### src/rtl/clock_tick_gen.sv
// Multi-channel clock-enable generator: per-channel tick strobe,
// divided square wave and activity flag, all in the CLK domain.
module clock_tick_gen #(
   parameter int NUM_CH  = 2,
   parameter int CNT_W   = 16,
   parameter int DEF_DIV = 4
) (
   input  logic                    CLK,
   input  logic                    RST_N,
   input  logic                    EN,
   input  logic                    SYNC_CLR,
   input  logic [NUM_CH-1:0]       DIV_LD,
   input  logic [NUM_CH*CNT_W-1:0] DIV_VAL,
   output logic [NUM_CH-1:0]       TICK,
   output logic [NUM_CH-1:0]       CLK_DIV,
   output logic [NUM_CH-1:0]       ACTIVE
);

   localparam logic [CNT_W-1:0] DEF = CNT_W'(DEF_DIV);
   localparam logic [CNT_W-1:0] ONE = CNT_W'(1);

   for (genvar c = 0; c < NUM_CH; c++) begin : g_ch
      logic [CNT_W-1:0] div_q;
      logic [CNT_W-1:0] cnt_q;
      logic [CNT_W-1:0] div_n;
      logic [CNT_W-1:0] cnt_n;
      logic [CNT_W-1:0] last;
      logic             tick_q;
      logic             cd_q;
      logic             act_q;
      logic             tick_n;
      logic             cd_n;
      logic             run;
      logic             wrap;

      always_comb begin
         div_n  = DIV_LD[c] ? DIV_VAL[c*CNT_W +: CNT_W] : div_q;
         last   = div_q - ONE;
         run    = EN && (div_q != '0);
         wrap   = (cnt_q == last);
         cnt_n  = cnt_q;
         tick_n = 1'b0;
         cd_n   = cd_q;
         if (SYNC_CLR || DIV_LD[c]) begin
            cnt_n = '0;
            cd_n  = 1'b0;
         end else if (run) begin
            cnt_n  = wrap ? '0 : cnt_q + ONE;
            tick_n = wrap;
            // high for the last floor(div/2) counts of each period
            cd_n   = (cnt_n >= (div_q - (div_q >> 1)));
         end else if (div_q == '0) begin
            cd_n = 1'b0;
         end
      end

      always_ff @(posedge CLK or negedge RST_N) begin
         if (!RST_N) begin
            div_q  <= DEF;
            cnt_q  <= '0;
            tick_q <= 1'b0;
            cd_q   <= 1'b0;
            act_q  <= 1'b0;
         end else begin
            div_q  <= div_n;
            cnt_q  <= cnt_n;
            tick_q <= tick_n;
            cd_q   <= cd_n;
            act_q  <= EN && (div_n != '0);
         end
      end

      assign TICK[c]    = tick_q;
      assign CLK_DIV[c] = cd_q;
      assign ACTIVE[c]  = act_q;
   end

endmodule

### config.mk
export PLATFORM = sky130hd
export DESIGN_NAME = clock_tick_gen
export DESIGN_NICKNAME = d
export VERILOG_FILES = /design/src/rtl/clock_tick_gen.sv
export SDC_FILE = /design/constraint.sdc
export NUM_CORES = 1
export LEC_CHECK = 0
export ABC_AREA = 1
export BUFFER_PORTS_ARGS = -buffer_cell sky130_fd_sc_hd__buf_2
export CAP_MARGIN = 5
export CELL_PAD_IN_SITES_DETAIL_PLACEMENT = 2
export CELL_PAD_IN_SITES_GLOBAL_PLACEMENT = 2
export CORE_ASPECT_RATIO = 1.2
export CORE_MARGIN = 2
export CORE_UTILIZATION = 38
export CTS_CLUSTER_DIAMETER = 30
export DETAILED_ROUTE_END_ITERATION = 8
export MAX_ROUTING_LAYER = met4
export PLACE_DENSITY_LB_ADDON = 0.1
export SLEW_MARGIN = 20
export SYNTH_ARGS = -nofsm -noshare
export SYNTH_HDL_FRONTEND = slang
export SYNTH_SLANG_ARGS = --single-unit
export TNS_END_PERCENT = 20
### constraint.sdc
create_clock -name CLK -period 6.7 [get_ports CLK]
set_input_delay 0.335 -clock CLK [delete_from_list [all_inputs] [get_ports CLK]]
set_output_delay 0.335 -clock CLK [all_outputs]
set_load 0.05 [all_outputs]
==> impl_metrics.toml, run 1 <==
[yosys]
yosys.cell_types.count = 40
synth_edf_count = 0
synth_cells = 1198
yosys_warnings = 0
yosysSeqAreaShare = 0.223
synth_largest_area_cell = "dfrtp_1"
synth_most_common_cell = "nand2_1"
ys.flop_type = "dfrtp_1"
synth_area_sq_um = 7870
yosysTopAreaCellShare = 0.216
synth_fp_nets = 1336
avgSynthCellArea_sq_um = 6.57
async_flop_share = 1.00
synthTopCellsByCount = "366 x nand2_1, 188 x inv_1, 104 x nand3_1"
ys_top_cells_by_area = "dfrtp_1 22%, nand2_1 17%, ha_1 16%"
ys_ff_latch = 70

[route]
via_per_inst = 5.26
detail-route-antenna-nets = 0
first_pass_iters = 4
wl_mm = 28.6
wl_per_cell_um = 19.1
drtIter0Drc = 243
via_count = 7865
drc_errors = 0

[clocking]
post-cts-setup-buffers = 0
cts_htree_levels = 3
cts_num_sinks = 70
clockBufferDepth = 2
ctsHoldBuffers = 1
clkLatencyLatePin_ps = 360
root_buffer = "clkbuf_16"
cts_resized = 0
tritoncts = "done"
path_clk_slew_ps = 60
numCtsBuffers = 9

[sta]
fin_skew_ps = 8.21
tns_ps = 0
relSlewSlack = 0.380
max_freq_mhz = 226
min_period_ps = 4420
setup_viol = 0
timing.final.crit_share = 0.659
grt_setup_unrepaired = "no"
hold_viol_final = 0
worst_slew_pin_slew_ps = 929
drv_slew = 0

[setup_path]
path_max_fanout = 32
critPathRequiredTime_ps = 6980
worstSetupPathType = "register to register"
start_kind = "register"
end_kind = "register"
critPathArrivalTime_ps = 4700

[floorplanning]
die-area_sq_um = 21900
die_h_um = 162
rows = 57
fp.dieW_um = 135
coreArea_sq_um = 20300
start_util = 0.388
ios = 44

[min_path]
min_path_type = "input pin to register"

[final_layout]
postLayoutCoreUtil = 0.424
register_area_sq_um = 1750
diodes = 0
n_fill_cell = 2550
drive_above_1_share = 0.0724
finalNonFillerCells = 1494
area_delta_synth_final_pct = 9.11
multiInputGateArea_sq_um = 5190
nets = 1362
design_area_sq_um = 8580

[placed_design]
routabilityCongestion = 0.879
hpwl_mm = 23.2
port_buffers = 43
dp.cells = 1477
dpl_cell_area_sq_um = 8230

[pwr]
ir_drop_uv = 129
powerDensity_nw_per_um2 = 194
power_leakage_nw = 4.82

[grt]
antenna_found_initial = 0
track_usage = 0.283
grt_pass1_wl_mm = 46.7
grt_pass1_vias = 8808
grt_start_max_net_pins = 54
grt_overflow = 0

[run]
cap_viol_max_count = 0

[status]
status = "finished, final reports clean"
==> registers in the layout, indices dropped and copies added (netlist names) <==
register	cells
g_ch.act_q	2
g_ch.cd_q	2
g_ch.cnt_q	32
g_ch.div_q	32
g_ch.tick_q	2
==> cell type report <==
class,count,share of cell area
Clock buffer,10,0.0278
Clock inverter,6,0.0127
Inverter,193,0.0844
Multi-Input combinational cell,905,0.605
Sequential cell,70,0.204
Tap cell,265,0.0386
Timing Repair Buffer,45,0.0274
==> through the flow <==
stage,hold WS [ps],power (mW),setup slack [ps]
2_1_floorplan,39.4,0.877,3720
3_3_place_gp,232,1.06,2540
3_5_place_dp,236,1.08,2350
4_1_cts,218,1.69,2260
5_1_grt,250,1.78,1920
6_report,217,1.67,2280
==> worst paths after layout <==
kind / to / slack (ps) / depth (start not counted) / from
worst min register to register: g_ch[1].cnt_q[15] / 570 / 2 / g_ch[1].cnt_q[15]
max in group asynchronous: g_ch[0].div_q[12] / 5270 / 3 / RST_N
worst min-delay path: g_ch[0].div_q[14] / 220 / 3 / DIV_VAL[14]
worst max register to register: g_ch[0].cd_q / 2280 / 22 / g_ch[0].div_q[4]
min in group asynchronous: g_ch[1].cnt_q[1] / 400 / 2 / RST_N
worst max-delay path: g_ch[0].cd_q / 2280 / 22 / g_ch[0].div_q[4]
==> placed cells by master (no fill, tap or decap), drive strengths merged <==
cell,netlist,final
nor4,11,11
and2,2,2
xor2,49,49
or2,4,4
nor3b,1,1
clkinv,0,3
nand4,19,19
nand3b,7,7
o22ai,1,1
o21ai,61,61
a21o,2,2
o211ai,5,5
clkbuf,11,10
ha,98,98
nor2,74,74
nand2,369,369
o31ai,1,1
xnor2,19,19
a21boi,1,1
a221oi,2,2
nand3,110,110
fa,2,2
buf,19,44
inv,193,193
dlygate4sd3,0,1
o21bai,5,5
a21oi,43,43
dfstp,2,2
dfrtp,68,68
nor3,19,19
bufinv,0,3
==> per-layer routing <==
layer	vias up	GRT usage	wire (um)
met5	-	-	0
li1	3844	-	-
met3	44	0.0220	330
met2	76	0.537	15700
met4	0	0.103	979
met1	3901	0.305	11600
==> logic make-up after synthesis <==
| kind of cell | count (synthesis) | share of synthesized area |
|---|---|---|
| adder cells (fa/ha/maj) | 100 | 0.161 |
| AND/OR/NAND/NOR | 616 | 0.339 |
| buffers and inverters | 223 | 0.117 |
| AO/OA/AOI/OAI | 121 | 0.0830 |
| XOR/XNOR | 68 | 0.0767 |
| flip-flops | 70 | 0.223 |
==> power by group <==
| part | switching, mW | internal [mW] |
|---|---|---|
| Clock | 0.221 | 0.374 |
| Sequential | 0.0250 | 0.442 |
| Combinational | 0.404 | 0.202 |
| Total | 0.650 | 1.02 |
==> worst max-delay path: stages, from the launching register on <==
cell     delay, ps
dfrtp_1        400
inv_1          170
ha_1           250
nand2_1         70
nor2_1         310
nand2_1        210
nand2_1        150
nand2_1         60
nand2_1         70
nand3_1         90
nor2_1         240
nand3_2        610
nand2_1        230
inv_1           70
ha_1           290
nand2_1         70
inv_1           60
nand3_1        100
nor3_1         430
nand3_1        150
nand3_1        140
nand2_1         80
nand2_1        100
(Power assumes the default switching activity.)
==> run 2: changes to the inputs <==
--- a/config.mk
+++ b/config.mk
@@ -5,7 +5,7 @@
 export SDC_FILE = /design/constraint.sdc
 export NUM_CORES = 1
 export LEC_CHECK = 0
-export ABC_AREA = 1
+export ABC_AREA = 0
 export BUFFER_PORTS_ARGS = -buffer_cell sky130_fd_sc_hd__buf_2
 export CAP_MARGIN = 5
 export CELL_PAD_IN_SITES_DETAIL_PLACEMENT = 2
==> constraint.sdc (replaced) <==
create_clock -name CLK -period 4.45 [get_ports CLK]
set_input_delay 0.2225 -clock CLK [delete_from_list [all_inputs] [get_ports CLK]]
set_output_delay 0.2225 -clock CLK [all_outputs]
set_load 0.05 [all_outputs]
==> run 2 against run 1 <==
Final cell count decreased by 23%. Fmax increased by 5.8%. Clock-buffer cell count increased by 2. Synthesized cell count decreased by 26%. First-iteration DRC count decreased by 23%. Sequential cell count unchanged. Highest routed layer unchanged. Non-clock buffer count increased by 3. Global-route usage decreased by 2.7 points. Die area decreased by 7.9%. Routed wire length decreased by 15%. Sequential power increased by 51%.
==> impl_metrics.toml, run 2 <==
[status]
status = "finished, final reports clean"

[clocking]
tritoncts = "done"
root_buffer = "clkbuf_16"
path_clk_slew_ps = 60
cts_htree_levels = 3
post-cts-setup-buffers = 0
numCtsBuffers = 9
ctsHoldBuffers = 0
clockBufferDepth = 2
cts_num_sinks = 70
clkLatencyLatePin_ps = 350

[placed_design]
routabilityCongestion = 0.898
port_buffers = 43
dpl_cell_area_sq_um = 7540
hpwl_mm = 19.5

[sta]
worst_slew_pin_slew_ps = 1010
grt_setup_unrepaired = "no"
tns_ps = 0
min_period_ps = 4170
setup_viol = 0
fin_skew_ps = 9.60
fin_hold_ws_ps = 19.0
relSlewSlack = 0.325
drv_slew = 0
timing.final.crit_share = 0.938
max_freq_mhz = 240
hold_viol_final = 0

[final_layout]
diodes = 0
design_area_sq_um = 7870
nets = 1035
area_delta_synth_final_pct = 8.88
drive_above_1_share = 0.0866
reg_top3 = "g_ch.cnt_q: 32 flops, g_ch.div_q: 32 flops"
postLayoutCoreUtil = 0.419
layout_commonest_cell = "ha_1"
most-common-layout-cells = "98 x ha_1, 80 x nand2_1, 70 x nor2_1"
n_fill_cell = 2178

[route]
first_pass_iters = 4
via_per_inst = 5.62
drc_errors = 0
wl_mm = 24.2
drtIter0Drc = 187
wl_per_cell_um = 20.9
via_count = 6497
detail-route-antenna-nets = 0

[yosys]
synth_edf_count = 0
synth_most_common_cell = "ha_1"
synthTopCellsByCount = "98 x ha_1, 80 x nand2_1, 70 x nor2_1"
yosysSeqAreaShare = 0.243
ys_top_cells_by_area = "dfrtp_1 24%, ha_1 17%, xnor2_1 6.9%"
yosys_warnings = 0
synth_area_sq_um = 7230
yosysTopAreaCellShare = 0.235
yosys.cell_types.count = 63
avgSynthCellArea_sq_um = 8.14
ys.flop_type = "dfrtp_1"
ys_ff_latch = 70
synth_fp_nets = 1026
synth_cells = 888
async_flop_share = 1.00
synth_largest_area_cell = "dfrtp_1"

[floorplanning]
fp.dieW_um = 130
die_h_um = 155
start_util = 0.385
ios = 44
rows = 55
coreArea_sq_um = 18800
die-area_sq_um = 20200

[grt]
grt_pass1_vias = 7244
grt_start_max_net_pins = 71
grt_overflow = 0
antenna_found_initial = 0
grt_pass1_wl_mm = 38.5
track_usage = 0.256

[pwr]
combPwrFrac = 0.348
power_leakage_nw = 3.69
switching_power_mw = 0.828
p_total_mw = 2.33
powerDensity_nw_per_um2 = 297
internal_power_mw = 1.51
ir_drop_uv = 171
switching_share = 0.355
seq_power_share = 0.303
p_clk_frac = 0.348

[setup_path]
path_max_fanout = 6
end_kind = "register"
start_kind = "register"
critPathArrivalTime_ps = 4360
worstSetupPathType = "register to register"
critPathRequiredTime_ps = 4640

[min_path]
min_path_type = "input pin to asynchronous set/reset pin"

[run]
cap_viol_max_count = 0
==> run 2: worst max-delay path, cell delays in order, from the launching register on <==
cell	delay (ps)
dfstp_2	550
inv_1	110
ha_1	250
and4_1	240
xnor2_1	160
or4_4	520
nor4_1	280
and4_4	310
or2_2	120
ha_1	220
nand2b_1	160
a21o_1	180
a21o_1	180
a21oi_1	170
o21ai_0	110
a221oi_1	300
o311ai_0	150
==> run 2: what timing repair did <==
| item | in CTS | in global routing |
|---|---|---|
| hold endpoints to repair | 0 | 0 |
| endpoints found under the setup margin | 0 | 1 |
| resized for setup | 0 | 3 |
==> run 2: worst paths after layout <==
path	startpoint	end	slack [ps]	cells after the start
worst max register to register	g_ch[0].div_q[2]	g_ch[0].cd_q	280	16
worst max-delay path	g_ch[0].div_q[2]	g_ch[0].cd_q	280	16
min in group CLK	DIV_VAL[9]	g_ch[0].div_q[9]	130	3
worst min-delay path	RST_N	g_ch[0].div_q[13]	20	1
worst min register to register	g_ch[0].cnt_q[15]	g_ch[0].cnt_q[15]	620	1
max in group asynchronous	RST_N	g_ch[1].div_q[9]	3770	1
==> run 2: metal layers <==
layer  track usage  vias to the layer above  part of all wire
li1              -                     3119                 -
met1         0.267                     3263              0.39
met2         0.479                       65              0.56
met3        0.0279                       50             0.014
met4         0.111                        0             0.041
met5             -                        -                 0
==> run 2: cells by family after synthesis <==
group / count (synthesis) / synth area share
and+or+nand+nor: 332 / 0.238
AOI/OAI and AO/OA: 178 / 0.155
buffers and inverters: 108 / 0.0673
adders and majority gates: 100 / 0.175
xor gates and xnor gates: 98 / 0.119
DFF: 70 / 0.243
muxes: 2 / 0.00277
==> run 2: final cells by class <==
cell class / instances / area, sq um / share of cell area
timing repair buffer: 48 / 259 / 0.0329
clock buffer: 12 / 256 / 0.0326
inverter: 58 / 218 / 0.0277
clock inverter: 3 / 67.6 / 0.00858
multi-input combinational: 710 / 5000 / 0.635
tap: 256 / 320 / 0.0407
sequential: 70 / 1750 / 0.223
==> run 2: metrics by stage <==
stage / instances / worst slack [ps]
6_report: 1157 / 277
2_1_floorplan: 888 / 563
3_3_place_gp: 1142 / 449
5_1_grt: 1157 / 13.9
3_5_place_dp: 1142 / 184
4_1_cts: 1157 / 169
==> run 2: power groups by stage <==
stage / clock network, mW / registers [mW] / logic (mW)
2_1_floorplan: 0 / 0.702 / 0.565
3_3_place_gp: 0 / 0.717 / 0.779
3_5_place_dp: 0 / 0.720 / 0.818
4_1_cts: 0.830 / 0.708 / 0.827
5_1_grt: 0.854 / 0.712 / 0.912
6_report: 0.813 / 0.707 / 0.813
